[config.mk]
export PLATFORM = sky130hd
export DESIGN_NAME = load_store_unit
export DESIGN_NICKNAME = d
export VERILOG_FILES = /design/src/rtl/rv32i_lsu_pkg.sv /design/src/rtl/lsu_align.sv /design/src/rtl/load_store_unit.sv
export SDC_FILE = /design/constraint.sdc
export NUM_CORES = 1
export LEC_CHECK = 0
export CAP_MARGIN = 20
export CORE_MARGIN = 4
export CORE_UTILIZATION = 39
export DETAILED_ROUTE_END_ITERATION = 10
export HOLD_SLACK_MARGIN = 0.02
export PLACE_DENSITY_LB_ADDON = 0.1
export SETUP_SLACK_MARGIN = 0.1
export SLEW_MARGIN = 20
export SYNTH_ARGS = -nofsm -noshare
export SYNTH_HDL_FRONTEND = slang
export SYNTH_SLANG_ARGS = --single-unit
export TNS_END_PERCENT = 1
[constraint.sdc]
create_clock -name clk -period 2.7 [get_ports clk]
set_input_delay 0.405 -clock clk [delete_from_list [all_inputs] [get_ports clk]]
set_output_delay 0.405 -clock clk [all_outputs]
set_load 0.1 [all_outputs]
[src/rtl/rv32i_lsu_pkg.sv]
// Shared definitions for the RV32I load/store unit: funct3 encodings,
// FSM state encoding, default memory index width and small decode helpers.
package rv32i_lsu_pkg;

    // Default word-index width of the attached data memory (512 words)
    localparam int ADDR_W_DEFAULT = 9;

    // funct3 encodings (loads and stores share the size codes)
    localparam logic [2:0] F3_B  = 3'b000;  // LB / SB
    localparam logic [2:0] F3_H  = 3'b001;  // LH / SH
    localparam logic [2:0] F3_W  = 3'b010;  // LW / SW
    localparam logic [2:0] F3_BU = 3'b100;  // LBU
    localparam logic [2:0] F3_HU = 3'b101;  // LHU

    typedef enum logic [1:0] {
        IDLE = 2'd0,
        ACC0 = 2'd1,
        ACC1 = 2'd2
    } lsu_state_t;

    // Stores only allow B/H/W; loads additionally allow the unsigned forms
    function automatic logic f3_legal(input logic we, input logic [2:0] f3);
        logic legal;
        legal = (f3 == F3_B) || (f3 == F3_H) || (f3 == F3_W);
        if (!we) begin
            legal = legal || (f3 == F3_BU) || (f3 == F3_HU);
        end
        return legal;
    endfunction

    // Access size in bytes, derived from the low two funct3 bits
    function automatic logic [2:0] f3_size(input logic [2:0] f3);
        logic [2:0] size;
        case (f3[1:0])
            2'b00:   size = 3'd1;
            2'b01:   size = 3'd2;
            default: size = 3'd4;
        endcase
        return size;
    endfunction

endpackage

[src/rtl/lsu_align.sv]
// Combinational lane steering for the load/store unit. Stores are shifted
// into a 64-bit two-word window (low word = first access, high word = the
// following word); loads are gathered from the same window, then extended.
module lsu_align
    import rv32i_lsu_pkg::*;
(
    input  logic [2:0]  i_funct3,
    input  logic [1:0]  i_offset,
    input  logic [31:0] i_wdata,
    input  logic [31:0] i_rdata_lo,
    input  logic [31:0] i_rdata_hi,
    output logic        o_split,
    output logic [3:0]  o_be_lo,
    output logic [3:0]  o_be_hi,
    output logic [31:0] o_wdata_lo,
    output logic [31:0] o_wdata_hi,
    output logic [31:0] o_rdata_ext
);

    logic [3:0]  w_end;
    logic [3:0]  w_mask;
    logic [7:0]  w_be_wide;
    logic [63:0] w_wdata_wide;
    logic [31:0] w_rd_raw;

    // An access is split when its last byte falls past the end of the word
    assign w_end   = {2'b00, i_offset} + {1'b0, f3_size(i_funct3)};
    assign o_split = (w_end > 4'd4);

    // Byte mask for the access size, before shifting to the offset
    always_comb begin
        w_mask = 4'b1111;
        case (i_funct3[1:0])
            2'b00:   w_mask = 4'b0001;
            2'b01:   w_mask = 4'b0011;
            default: w_mask = 4'b1111;
        endcase
    end

    assign w_be_wide    = {4'b0000, w_mask} << i_offset;
    assign w_wdata_wide = {32'b0, i_wdata} << {i_offset, 3'b000};

    assign o_be_lo    = w_be_wide[3:0];
    assign o_be_hi    = w_be_wide[7:4];
    assign o_wdata_lo = w_wdata_wide[31:0];
    assign o_wdata_hi = w_wdata_wide[63:32];

    // Little-endian gather: bring the first byte of the access to lane 0
    assign w_rd_raw = 32'({i_rdata_hi, i_rdata_lo} >> {i_offset, 3'b000});

    // Sign- or zero-extend the gathered bytes according to funct3
    always_comb begin
        o_rdata_ext = 32'b0;
        case (i_funct3)
            F3_B:    o_rdata_ext = {{24{w_rd_raw[7]}}, w_rd_raw[7:0]};
            F3_H:    o_rdata_ext = {{16{w_rd_raw[15]}}, w_rd_raw[15:0]};
            F3_W:    o_rdata_ext = w_rd_raw;
            F3_BU:   o_rdata_ext = {24'b0, w_rd_raw[7:0]};
            F3_HU:   o_rdata_ext = {16'b0, w_rd_raw[15:0]};
            default: o_rdata_ext = 32'b0;
        endcase
    end

endmodule

[src/rtl/load_store_unit.sv]
// RV32I memory-stage load/store unit. Accepts one operation at a time,
// performs one word access (or two for a misaligned access that crosses a
// word boundary) and returns a single-cycle response.
module load_store_unit
    import rv32i_lsu_pkg::*;
#(
    parameter int ADDR_W = ADDR_W_DEFAULT
) (
    input  logic              clk,
    input  logic              rst,
    input  logic              req_valid,
    output logic              req_ready,
    input  logic              req_we,
    input  logic [2:0]        req_funct3,
    input  logic [31:0]       req_addr,
    input  logic [31:0]       req_wdata,
    output logic              rsp_valid,
    output logic [31:0]       rsp_rdata,
    output logic              rsp_err,
    output logic [ADDR_W-1:0] mem_addr,
    output logic              mem_we,
    output logic [3:0]        mem_be,
    output logic [31:0]       mem_wdata,
    input  logic [31:0]       mem_rdata
);

    lsu_state_t r_state;
    lsu_state_t w_state_next;

    logic              r_we;
    logic [2:0]        r_funct3;
    logic [ADDR_W+1:0] r_addr;
    logic [31:0]       r_wdata;
    logic [31:0]       r_lo;

    logic        w_accept;
    logic        w_legal;
    logic        w_hi_word;
    logic        w_split;
    logic        w_latch_lo;
    logic        w_mem_we;
    logic [3:0]  w_mem_be;
    logic        w_rsp_valid;
    logic [3:0]  w_be_lo;
    logic [3:0]  w_be_hi;
    logic [31:0] w_wdata_lo;
    logic [31:0] w_wdata_hi;
    logic [31:0] w_rdata_lo;
    logic [31:0] w_rdata_hi;
    logic [31:0] w_rdata_ext;
    logic        w_unused_addr;

    // Address bits above the attached memory never reach it
    assign w_unused_addr = ^req_addr[31:ADDR_W+2];

    assign req_ready = (r_state == IDLE);
    assign w_accept  = req_valid && req_ready;
    assign w_legal   = f3_legal(r_we, r_funct3);
    assign w_hi_word = (r_state == ACC1);

    // In ACC1 the low part comes from the holding register, the high part live
    assign w_rdata_lo = w_hi_word ? r_lo : mem_rdata;
    assign w_rdata_hi = w_hi_word ? mem_rdata : 32'b0;

    lsu_align u_align (
        .i_funct3   (r_funct3),
        .i_offset   (r_addr[1:0]),
        .i_wdata    (r_wdata),
        .i_rdata_lo (w_rdata_lo),
        .i_rdata_hi (w_rdata_hi),
        .o_split    (w_split),
        .o_be_lo    (w_be_lo),
        .o_be_hi    (w_be_hi),
        .o_wdata_lo (w_wdata_lo),
        .o_wdata_hi (w_wdata_hi),
        .o_rdata_ext(w_rdata_ext)
    );

    // State register
    always_ff @(posedge clk) begin
        if (rst) begin
            r_state <= IDLE;
        end else begin
            r_state <= w_state_next;
        end
    end

    // Capture the request on accept; ignored at all other times
    always_ff @(posedge clk) begin
        if (rst) begin
            r_we     <= 1'b0;
            r_funct3 <= 3'b0;
            r_addr   <= '0;
            r_wdata  <= 32'b0;
        end else if (w_accept) begin
            r_we     <= req_we;
            r_funct3 <= req_funct3;
            r_addr   <= req_addr[ADDR_W+1:0];
            r_wdata  <= req_wdata;
        end
    end

    // Hold the first word of a split load for assembly in ACC1
    always_ff @(posedge clk) begin
        if (rst) begin
            r_lo <= 32'b0;
        end else if (w_latch_lo) begin
            r_lo <= mem_rdata;
        end
    end

    // Next-state and memory/response strobes
    always_comb begin
        w_state_next = r_state;
        w_mem_we     = 1'b0;
        w_mem_be     = 4'b0;
        w_rsp_valid  = 1'b0;
        w_latch_lo   = 1'b0;
        case (r_state)
            IDLE: begin
                if (w_accept) begin
                    w_state_next = ACC0;
                end
            end
            ACC0: begin
                if (!w_legal) begin
                    w_rsp_valid  = 1'b1;
                    w_state_next = IDLE;
                end else begin
                    if (r_we) begin
                        w_mem_we = 1'b1;
                        w_mem_be = w_be_lo;
                    end
                    if (w_split) begin
                        w_latch_lo   = !r_we;
                        w_state_next = ACC1;
                    end else begin
                        w_rsp_valid  = 1'b1;
                        w_state_next = IDLE;
                    end
                end
            end
            ACC1: begin
                if (r_we) begin
                    w_mem_we = 1'b1;
                    w_mem_be = w_be_hi;
                end
                w_rsp_valid  = 1'b1;
                w_state_next = IDLE;
            end
            default: begin
                w_state_next = IDLE;
            end
        endcase
    end

    // Second access targets the next word, wrapping at the top of memory
    assign mem_addr  = r_addr[ADDR_W+1:2] + {{(ADDR_W-1){1'b0}}, w_hi_word};
    assign mem_wdata = w_hi_word ? w_wdata_hi : w_wdata_lo;

    // Reset suppresses any further write or response immediately
    assign mem_we    = w_mem_we & ~rst;
    assign mem_be    = rst ? 4'b0 : w_mem_be;
    assign rsp_valid = w_rsp_valid & ~rst;
    assign rsp_err   = rsp_valid & ~w_legal;
    assign rsp_rdata = (rsp_valid && w_legal && !r_we) ? w_rdata_ext : 32'b0;

endmodule

==> results list <==
- The run finished, with violations left.
* Overall global routing resource usage: 23.2%
- Timing would allow up to 325 MHz.
- Final Hold Vio Count: 0
* Via count of the first global-routing pass: 6,026
- The number of antenna diodes in the final layout is 0.
* TritonCTS Sinks: 81
- For this run, the number of standard cells in the final layout without fillers is 1,076.
- The die covers 16,300 um2.
* Total via count in the routed design: 5,994
- The finished cells cover around 9400 um2.
- Setup slack after layout: -374 ps
- Average via count per standard cell: 5.57
- TritonCTS built the clock tree.
* RSZ-0062 raised after global routing: true
* Final nets: 1,003
- The layout has 1,101 filler cells.
- Post-route clock period utilization: 114%
- At the worst endpoint, the required time is 2300 ps.
- # rows: 43
- Yosys printed 0 warnings.
* Vertical extent of the die: 127 um
- The setup path with the least slack is of type flip-flop to output port.
- The tool flagged a number of max-cap violations equal to 0.
* HPWL after detailed placement: 13,000 um
- Entering global routing, the biggest net connects 94 pins.
* Final max-slew violation count: 0
- Among all flip-flop cells after synthesis, the most frequent one is sky130_fd_sc_hd__dfxtp_1.
- The number of nets in the synthesized netlist is 836.
* Synthesized flop and latch total: 81
* Final setup vio count: 33
- GR Overflow Total: 0
- Cell types occupying the most area after synthesis: sky130_fd_sc_hd__dfxtp_1, sky130_fd_sc_hd__mux2i_1, sky130_fd_sc_hd__nand2_1
* Number of nets still failing antenna checks after routing: 0
- Crit path max fanout: 6
- Cells fill 67.7% of the core in the end.
- For the finished layout, the period the worst path requires is 3070 ps.
* Post-Syn Area per Cell: ~7.7 um2
* Final estimated routing congestion in global placement: between 0.8 and 0.9
- Core area: approximately 14,000 um2
* Relative slew slack: between 30% and 40%
- Data arrives at the worst endpoint at approximately 2700 ps.
- Compared with the post-synthesis result, the final layout area differs by 69.6%.
- Summed over its instances, the top area cell type makes up about 29% of the synthesized netlist area.
- Clock skew on the completed layout was measured at between 10 and 15 ps.
- Worst-path clk slew: 70 ps
- After technology mapping, the gate count stands at 724.
- The placed instances occupy a cell area of 8800 um2.
- The mapped netlist covers 5570 um2.
- Die Wd: roughly 130 um
- The first global-routing pass estimated 30,300 um of wire.
- Clk root buf: sky130_fd_sc_hd__clkbuf_16
- The final reports fail on negative setup slack.
- The initial utilization of the core area, before any placement, comes to about 40%.
* Slew @ Worst Pin: 907 ps
* Total Routed Length: 19,500 um
- The largest total area in the synthesized netlist belongs to sky130_fd_sc_hd__dfxtp_1.
* Share of synthesized area occupied by flip-flops and latches: between 20 and 30%
* Average detailed-routed wire length per instance: between 15 and 20 um
- At the placement stage, the worst setup path has a slack of -80.4 ps.
- The worst-case IR drop observed on VDD is 0.358 mV.
- Number of buffers added by the clock tree synthesis step: 9
- Number of DRC violations after detailed-routing iteration 0: 330
- Number of enable-type register cells in the synthesized netlist: 0
- Most instantiated library cell after synthesis: sky130_fd_sc_hd__nand2_1
* DP Cell Count: 1,051
* Static Leakage: 0.00334 uW
- In this run the deepest clock path goes through 2 buffers.
- Post-synth ARST share: 0%
- STA classifies the critical path endpoint as an output port.
- Pin placement for this block handled 184 I/O pins.
- For this run, the detailed router's first-pass iteration total came to 4.
- Clock insertion delay at the later pin of the skew report: 340 ps
- Number of antenna violations at the first check in global routing: 0
- Power spread over the standard cell area amounts to 438 nW/um2.
- In the synthesized netlist, the cells that appear most often are sky130_fd_sc_hd__nand2_1, sky130_fd_sc_hd__mux2i_1, sky130_fd_sc_hd__dfxtp_1, sky130_fd_sc_hd__a21oi_1, sky130_fd_sc_hd__nor2_1.
- In this run the tool buffered the top-level ports with 162 buffer cells.
- The synthesized netlist contains 47 unique library cells.
* Deepest level of the CTS H-tree: 3
* Share of final-layout standard cells stronger than drive strength 1: 29.4%
* Post-route DRC violation count: 0
- Type of the worst min-delay path: flip-flop to flip-flop
- STA classifies the critical path startpoint as a flip-flop.
==> metal layers <==
metal  wire (um)  vias to the layer above  GRT usage [%]
met5           0                        -              0
met4         516                        0           8.90
met3        1570                       34           7.40
met2        9560                      210           39.9
met1        7830                     2860           26.8
li1            -                     2890              -
==> repair_timing <==
action | 4_1_cts | 5_1_grt
gates cloned | 3 | 1
resized for setup | 27 | 24
pin swaps | 15 | 15
endpoints found under the setup margin | 65 | 101
hold buffers | 0 | 0
buffers inserted | 5 | 1
==> stage by stage <==
stage,power (uW),TNS [ps],hold slack (ps)
CTS,4140,-12400,472
global placement,2900,-426,448
finish,4130,-11460,473
floorplan,2320,-23650,441
detailed placement,2920,-1130,458
global route,4300,-14790,496
==> power breakdown <==
| part | total, uW | internal (uW) | switching [uW] |
|---|---|---|---|
| logic | 1650 | 649 | 1000 |
| clock network | 1180 | 674 | 504 |
| registers | 1300 | 1250 | 52.2 |
| total | 4130 | 2580 | 1560 |
==> registers in the layout (all words and copies together), names as in the netlist <==
register / flops
r_addr: 11
r_funct3: 3
r_lo: 32
r_state: 2
r_wdata: 32
r_we: 1
==> logic make-up (layout without fill, tap and decap cells) <==
| group | after synthesis | count (layout) | share of synthesized area [%] |
|---|---|---|---|
| AND/OR/NAND/NOR | 254 | 254 | 19.7 |
| AO/OA/AOI/OAI | 196 | 196 | 22.2 |
| multiplexers | 106 | 106 | 19.3 |
| flip-flops | 81 | 81 | 29.1 |
| buffers and inverters | 70 | 242 | 6.29 |
| adder cells (fa/ha/maj) | 9 | 9 | 2.16 |
| XOR/XNOR | 8 | 8 | 1.26 |
==> final timing paths <==
kind | startpoint | end | slack (ps) | cells after the start
worst max-delay path | r_funct3[0]$_SDFFE_PP0P_ | rsp_rdata[18] | -370 | 11
worst min-delay path | r_wdata[7]$_SDFFE_PP0P_ | r_wdata[7]$_SDFFE_PP0P_ | 470 | 2
worst max register to register | r_funct3[0]$_SDFFE_PP0P_ | r_lo[8]$_SDFFE_PP0P_ | 130 | 10
worst min register to register | r_wdata[7]$_SDFFE_PP0P_ | r_wdata[7]$_SDFFE_PP0P_ | 470 | 2
==> final cells by class <==
| type | instances | area (um2) | share of cell area (%) |
|---|---|---|---|
| inverters | 5 | 18.8 | 0.199 |
| well taps | 180 | 225 | 2.39 |
| repair buffers | 221 | 3080 | 32.7 |
| clock buffers | 12 | 256 | 2.72 |
| flip-flops and latches | 81 | 1630 | 17.3 |
| multi-input cells | 573 | 4200 | 44.5 |
| clock inverters | 4 | 26.3 | 0.278 |
==> critical path, stage by stage, from the launching register on <==
cell and delay [ps]:
sky130_fd_sc_hd__dfxtp_2 370, sky130_fd_sc_hd__nor2_4 50, sky130_fd_sc_hd__ha_4 160, sky130_fd_sc_hd__fa_2 550
sky130_fd_sc_hd__nand2b_4 110, sky130_fd_sc_hd__a22oi_2 60, sky130_fd_sc_hd__nand3b_1 240, sky130_fd_sc_hd__o21ai_4 210
sky130_fd_sc_hd__buf_8 180, sky130_fd_sc_hd__buf_12 160, sky130_fd_sc_hd__a21oi_4 50, sky130_fd_sc_hd__buf_12 180
==> layout by cell type, fill, tap and decap left out, types with 9 or more instances in the layout <==
| cell | n |
|---|---|
| sky130_fd_sc_hd__a211oi_2 | 9 |
| sky130_fd_sc_hd__nor2b_1 | 11 |
| sky130_fd_sc_hd__o21ai_2 | 12 |
| sky130_fd_sc_hd__a211oi_1 | 21 |
| sky130_fd_sc_hd__nand2_1 | 127 |
| sky130_fd_sc_hd__o22ai_1 | 9 |
| sky130_fd_sc_hd__and2_1 | 10 |
| sky130_fd_sc_hd__a21oi_1 | 64 |
| sky130_fd_sc_hd__buf_12 | 86 |
| sky130_fd_sc_hd__nor2_4 | 10 |
| sky130_fd_sc_hd__clkbuf_16 | 10 |
| sky130_fd_sc_hd__o21ai_0 | 14 |
| sky130_fd_sc_hd__a21oi_4 | 24 |
| sky130_fd_sc_hd__mux2i_1 | 97 |
| sky130_fd_sc_hd__dfxtp_1 | 76 |
| sky130_fd_sc_hd__buf_4 | 41 |
| sky130_fd_sc_hd__clkdlybuf4s50_1 | 80 |
| sky130_fd_sc_hd__nor2_1 | 65 |
(Power assumes the default switching activity.)
